===== src/rtl/ring_freq_meter.sv =====
// Gated BCD frequency counter for the ring-oscillator output, feeding the 4-digit display.
// Optional build macro FREQ_METER_SAT_EN: saturate at 9999 and report it on ovf.
`timescale 1ns/1ps

module ring_freq_meter #(
    parameter int GATE_SHORT = 50000,
    parameter int GATE_LONG  = 50000000,
    parameter int GW         = 26
) (
    input  logic        fpga_clk1,
    input  logic        rst_n,
    input  logic        Mode,
    input  logic        Stress,
    input  logic        ring_out,
    output logic [15:0] bcd,
    output logic        valid,
    output logic        busy
`ifdef FREQ_METER_SAT_EN
    ,
    output logic        ovf
`endif
);

    localparam logic [1:0] ST_IDLE  = 2'd0;
    localparam logic [1:0] ST_ARM   = 2'd1;
    localparam logic [1:0] ST_GATE  = 2'd2;
    localparam logic [1:0] ST_LATCH = 2'd3;

    localparam logic [GW-1:0] LP_SHORT_LAST = GW'(GATE_SHORT - 1);
    localparam logic [GW-1:0] LP_LONG_LAST  = GW'(GATE_LONG - 1);

    logic          r_s1;
    logic          r_s2;
    logic          r_s3;
    logic          w_rise;

    logic [1:0]    r_state;
    logic [1:0]    w_state_nxt;
    logic [GW-1:0] r_gate;
    logic          w_gate_done;
    logic          w_count;

    logic [15:0]   r_work;
    logic [15:0]   w_work_inc;
    logic [15:0]   r_bcd;
    logic          r_valid;
    logic          r_busy;

    // Two flops bring ring_out into fpga_clk1; the third only remembers the previous level.
    // NOTE: sequential state uses <= so every flop samples pre-edge values regardless of block order.
    always_ff @(posedge fpga_clk1 or negedge rst_n) begin
        if (!rst_n) begin
            r_s1 <= 1'b0;
            r_s2 <= 1'b0;
            r_s3 <= 1'b0;
        end else begin
            r_s1 <= ring_out;
            r_s2 <= r_s1;
            r_s3 <= r_s2;
        end
    end

    assign w_rise      = r_s2 & ~r_s3;
    assign w_gate_done = (r_gate == '0);
    assign w_count     = (r_state == ST_GATE) & w_rise;

    // NOTE: default assignment first so no path through the case can infer a latch.
    always_comb begin
        w_state_nxt = r_state;
        case (r_state)
            ST_IDLE: begin
                if (Stress) begin
                    w_state_nxt = ST_ARM;
                end
            end
            ST_ARM: begin
                w_state_nxt = Stress ? ST_GATE : ST_IDLE;
            end
            ST_GATE: begin
                if (!Stress) begin
                    w_state_nxt = ST_IDLE;
                end else if (w_gate_done) begin
                    w_state_nxt = ST_LATCH;
                end
            end
            ST_LATCH: begin
                w_state_nxt = Stress ? ST_ARM : ST_IDLE;
            end
            default: begin
                w_state_nxt = ST_IDLE;
            end
        endcase
    end

    always_ff @(posedge fpga_clk1 or negedge rst_n) begin
        if (!rst_n) begin
            r_state <= ST_IDLE;
            r_busy  <= 1'b0;
        end else begin
            r_state <= w_state_nxt;
            r_busy  <= (w_state_nxt != ST_IDLE);
        end
    end

    // Mode is only looked at here, so a change mid-window waits for the next ARM.
    always_ff @(posedge fpga_clk1 or negedge rst_n) begin
        if (!rst_n) begin
            r_gate <= '0;
        end else if (r_state == ST_ARM) begin
            r_gate <= Mode ? LP_LONG_LAST : LP_SHORT_LAST;
        end else if ((r_state == ST_GATE) && !w_gate_done) begin
            r_gate <= r_gate - GW'(1);
        end
    end

    // Ripple BCD increment: each digit rolls 9->0 and passes the carry upward.
    always_comb begin
        logic v_carry;
        w_work_inc = r_work;
        v_carry    = 1'b1;
        for (int d = 0; d < 4; d++) begin
            if (v_carry) begin
                if (r_work[4*d +: 4] == 4'd9) begin
                    w_work_inc[4*d +: 4] = 4'd0;
                end else begin
                    w_work_inc[4*d +: 4] = r_work[4*d +: 4] + 4'd1;
                    v_carry              = 1'b0;
                end
            end
        end
    end

`ifdef FREQ_METER_SAT_EN
    logic r_sat;
    logic r_ovf;
    logic w_work_full;

    assign w_work_full = (r_work == 16'h9999);

    always_ff @(posedge fpga_clk1 or negedge rst_n) begin
        if (!rst_n) begin
            r_work <= 16'h0000;
            r_sat  <= 1'b0;
        end else if (r_state == ST_ARM) begin
            r_work <= 16'h0000;
            r_sat  <= 1'b0;
        end else if (w_count) begin
            if (w_work_full) begin
                r_sat  <= 1'b1;
            end else begin
                r_work <= w_work_inc;
            end
        end
    end

    always_ff @(posedge fpga_clk1 or negedge rst_n) begin
        if (!rst_n) begin
            r_ovf <= 1'b0;
        end else if (r_state == ST_LATCH) begin
            r_ovf <= r_sat;
        end
    end

    assign ovf = r_ovf;
`else
    always_ff @(posedge fpga_clk1 or negedge rst_n) begin
        if (!rst_n) begin
            r_work <= 16'h0000;
        end else if (r_state == ST_ARM) begin
            r_work <= 16'h0000;
        end else if (w_count) begin
            r_work <= w_work_inc;
        end
    end
`endif

    // An aborted window never reaches LATCH, so bcd keeps the last good result.
    always_ff @(posedge fpga_clk1 or negedge rst_n) begin
        if (!rst_n) begin
            r_bcd   <= 16'h0000;
            r_valid <= 1'b0;
        end else begin
            r_valid <= (r_state == ST_LATCH);
            if (r_state == ST_LATCH) begin
                r_bcd <= r_work;
            end
        end
    end

    assign bcd   = r_bcd;
    assign valid = r_valid;
    assign busy  = r_busy;

endmodule

===== config.mk =====
export PLATFORM = sky130hd
export DESIGN_NAME = ring_freq_meter
export DESIGN_NICKNAME = d
export VERILOG_FILES = /design/src/rtl/ring_freq_meter.sv
export SDC_FILE = /design/constraint.sdc
export NUM_CORES = 1
export LEC_CHECK = 0
export ABC_AREA = 1
export BUFFER_PORTS_ARGS = -buffer_cell sky130_fd_sc_hd__buf_2
export CAP_MARGIN = 20
export CORE_UTILIZATION = 62
export CTS_BUF_LIST = sky130_fd_sc_hd__clkbuf_4 sky130_fd_sc_hd__clkbuf_8
export DETAILED_ROUTE_END_ITERATION = 16
export GPL_TIMING_DRIVEN = 0
export PLACE_DENSITY = 0.83
export SYNTH_ARGS = -nofsm -noshare
export SYNTH_HDL_FRONTEND = slang
export SYNTH_SLANG_ARGS = --single-unit

===== constraint.sdc =====
create_clock -name fpga_clk1 -period 2.5 [get_ports fpga_clk1]
set_input_delay 0.5 -clock fpga_clk1 [delete_from_list [all_inputs] [get_ports fpga_clk1]]
set_output_delay 0.5 -clock fpga_clk1 [all_outputs]
set_load 0.01 [all_outputs]

==> flow_summary_export.csv <==
group,metric,value,unit
outcome,result_of_the_run,"finished, final reports clean",
cells_and_area,post_route_cells_drive_above_1_share,0.131,
clock_network,clk_pin_slew_worst_paths,0.07,ns
pwr,power.sequential.fraction,0.448,
cells_and_area,final_area,3870,um^2
timing,drv_slew,0,
drt,via_per_inst,5.47,
clock_network,cts.path.max_buffers,2,
drt,drtPass1Iterations,5,
cells_and_area,final_core_area_utilization,0.739,
global_routing,globalRouteOverflowTotal,0,
global_routing,initial_antenna_violation_count,0,
setup_path,timing.critical_path.buf_inv,2,
drt,wl_per_cell,14.0,um
yosys,netlist.area_leader.share,0.468,
yosys,yosysSeqAreaShare,0.468,
floorplanning,std_cell_rows,26,
yosys,syn-mean-instance-area,7.82,um^2
floorplanning,die_area,5900,um^2
placed_design,placed_cell_area,3670,um^2
drt,count_of_nets_left_with_antenna_violations_after_detail_routing,0,
setup_path,critical_path_class,"reg -> reg",
timing,setup-tns-final,0,ns
placed_design,dp_worst_setup_slack,0.423,ns
clock_network,cts_hold_repair.buffers,0,
clock_network,cts-buffers-inserted,9,
placed_design,dpl.hpwl,5440,um
floorplanning,die_w,76.8,um
timing,fin_ws,0.377,ns
timing,worst_hold_slack,0.236,ns
drt,route.final.wire_length,7730,um
setup_path,critical-path-slowest-cell,"sky130_fd_sc_hd__dfrtp_1",
cells_and_area,layout_overhead_on_the_synthesized_area,11.5,%
setup_path,critical_path.max_fanout,10,
pwr,power.density_cell_area,917,nW/um^2
timing,setup_viol,0,
global_routing,grt_first_pass_wirelength,13200,um
timing,max_clock_freq,471,MHz
floorplanning,core_area,5240,um^2
floorplanning,floorplan.die.height,76.8,um
timing,layout_worst_path_cycle_share,0.849,
yosys,synth-warning-count,0,
yosys,synth.net_count,458,
pwr,internal_power,2.21,mW
drt,drt_iter0_markers,246,
drt,detailroute.via_count,3022,
yosys,synth_largest_area_cell,"sky130_fd_sc_hd__dfrtp_1",
pwr,power.share.combinational,0.298,
timing,final_hold_viol_count,0,
cells_and_area,antennaDiodeCount,0,
placed_design,gp_congestion,0.894,
clock_network,clock_sink_count,65,
cells_and_area,final_net_count,491,
floorplanning,start_util,0.663,
yosys,synth_flop_cell,"sky130_fd_sc_hd__dfrtp_1",
pwr,netSwitchingPower,1.34,mW
yosys,synth-edff-count,0,
setup_path,maximum_single_stage_delay_on_the_critical_path,0.37,ns
clock_network,cts-htree-levels,3,
global_routing,track_usage,0.287,
pwr,pwr-share-clk,0.254,
setup_path,data_required_time_of_the_worst_path,2.73,ns
clock_network,post_cts.resized_instances,0,
global_routing,grt_pass1_vias,2974,
setup_path,worst_setup_path_start_kind,"flip-flop",
yosys,netlist_top_cells_area,"sky130_fd_sc_hd__dfrtp_1 (47%), sky130_fd_sc_hd__nand2_1 (13%), sky130_fd_sc_hd__inv_1 (6.2%), sky130_fd_sc_hd__o21ai_0 (5.6%), sky130_fd_sc_hd__nor2_1 (5.2%)",
pwr,switching_power_as_a_share_of_total_power,0.378,
timing,period_minus_slack,2.12,ns
yosys,ys_top_cells_by_count,"sky130_fd_sc_hd__nand2_1 (117), sky130_fd_sc_hd__dfrtp_1 (65), sky130_fd_sc_hd__inv_1 (57)",
pwr,total_leakage_power,1.88,nW
timing,rsz_0062_raised_after_global_routing,"false",
timing,fin_worst_skew,0.00730,ns
hold_path,min_path_type,"in -> async",
yosys,ys_types,30,
setup_path,most_used_cell_cp,"sky130_fd_sc_hd__nand2_2",
clock_network,tritoncts,"built",
setup_path,worst_setup_path_end_kind,"flip-flop",
placed_design,numPortBuffers,22,
setup_path,critical_path.top_delay_family,"simple AND/OR/NAND/NOR gates",
setup_path,critPathArrivalTime,2.35,ns
setup_path,critical_path.cell_chain,"inv_1 -> ha_1 -> nand2_2 -> nor2_4 -> nand2_2 -> o21ai_4 -> nand2_4 -> buf_6 -> o21ai_0 -> nand2_1",
clock_network,worst_skew_pair.late_latency,0.34,ns
yosys,synthMostInstantiatedCell,"sky130_fd_sc_hd__nand2_1",
timing,max_slew.worst_pin.slew,0.804,ns
yosys,post_synth_instance_area,3470,um^2
global_routing,pin_count_of_the_biggest_net_entering_global_routing,66,
yosys,synth_async_sr_flop_share,1.00,
run,max_cap_violations,0,
yosys,yosys_register_bits,65,
timing,max-slew-margin-rel,0.464,
clock_network,postcts_setup_bufs,0,
drt,remaining_drc_errors,0,
pwr,irDropWorstVdd,0.000602,V
yosys,post_synth_inst_count,444,
clock_network,cell_chosen_for_the_clock_root,"sky130_fd_sc_hd__clkbuf_8",
floorplanning,io_pins,23,
cells in the final DEF, fill, tap and decap left out, types with 2 or more instances in the layout:
cell / Yosys / final
sky130_fd_sc_hd__buf_2: 0 / 21
sky130_fd_sc_hd__clkinv_2: 0 / 2
sky130_fd_sc_hd__nor2_4: 5 / 5
sky130_fd_sc_hd__o21ai_4: 2 / 2
sky130_fd_sc_hd__clkbuf_1: 6 / 6
sky130_fd_sc_hd__xor2_1: 9 / 9
sky130_fd_sc_hd__dfrtp_1: 65 / 65
sky130_fd_sc_hd__inv_1: 57 / 57
sky130_fd_sc_hd__o21ai_2: 3 / 3
sky130_fd_sc_hd__nor2_1: 48 / 48
sky130_fd_sc_hd__a21oi_1: 8 / 8
sky130_fd_sc_hd__o21ai_1: 3 / 3
sky130_fd_sc_hd__nand3_1: 31 / 31
sky130_fd_sc_hd__nor3_1: 5 / 5
sky130_fd_sc_hd__nand2_1: 117 / 117
sky130_fd_sc_hd__nand4_1: 9 / 9
sky130_fd_sc_hd__nand3b_1: 4 / 4
sky130_fd_sc_hd__or2_2: 2 / 2
sky130_fd_sc_hd__clkbuf_8: 0 / 10
sky130_fd_sc_hd__nor2_2: 6 / 6
sky130_fd_sc_hd__ha_1: 9 / 9
sky130_fd_sc_hd__o21ai_0: 39 / 39
sky130_fd_sc_hd__o22ai_1: 4 / 4
sky130_fd_sc_hd__clkinvlp_4: 0 / 2
sky130_fd_sc_hd__nand2_2: 3 / 3
sky130_fd_sc_hd__buf_4: 1 / 2
layer usage:
layer  part of all wire  routed length (um)  GRT usage  vias up
li1                   -                   -          -     1485
met1               0.43                3330      0.361     1426
met2               0.49                3820      0.479       88
met3              0.051                 391     0.0548       23
met4              0.025                 193      0.129        0
met5                  0                   0          0        -
path summary, 6_finish.rpt:
path | startpoint | end | slack, ns | cells after the start
setup reg to reg | r_gate[0] | r_gate[15] | 0.38 | 10
max in group asynchronous | rst_n | r_gate[18] | 1.73 | 1
hold / removal | rst_n | r_gate[25] | 0.24 | 1
min in group fpga_clk1 | ring_out | r_s1 | 0.27 | 1
hold reg to reg | r_s1 | r_s2 | 0.36 | 0
setup / recovery | r_gate[0] | r_gate[15] | 0.38 | 10
registers in the layout, summed over array words and instances (netlist names):
signal and cells:
r_s2 1, r_s3 1, r_work 16, valid 1
r_state 2, bcd 16, busy 1, r_s1 1
r_gate 26
metrics by stage:
stage	cells	power, mW
after floorplan	444	2.31
after global placement	536	2.59
after detailed placement	536	2.64
after CTS	552	3.56
after global routing	552	3.79
final	552	3.55
area by class of cell:
class / instances / area, um^2
Sequential cell: 65 / 1630
Multi-Input combinational cell: 313 / 1590
Fill cell: 397 / 1370
Inverter: 58 / 218
Clock buffer: 11 / 145
Timing Repair Buffer: 22 / 113
Tap cell: 70 / 87.6
Clock inverter: 5 / 55.1
Buffer: 8 / 41.3
cells by family after synthesis:
group                    share of synthesized area
AND/OR/NAND/NOR                              0.297
buffers and inverters                       0.0746
flip-flops                                   0.468
AO/OA/AOI/OAI                                0.103
XOR/XNOR                                    0.0252
adder cells (fa/ha/maj)                     0.0324
worst register-to-register path, delay by kind of cell, from the launching register on:
kind | cells | cell delay, ns
and+or+nand+nor | 5 | 0.68
DFF | 1 | 0.37
AOI/OAI and AO/OA | 2 | 0.40
adders and majority gates | 1 | 0.29
buffers and inverters | 2 | 0.28
power groups by stage:
stage / registers (mW) / clock network (mW) / logic (mW)
detailed placement: 1.60 / 0 / 1.04
global placement: 1.58 / 0 / 1.00
CTS: 1.58 / 0.915 / 1.06
finish: 1.59 / 0.902 / 1.06
floorplan: 1.57 / 0 / 0.737
global route: 1.62 / 0.958 / 1.21
(Power assumes the default switching activity.)
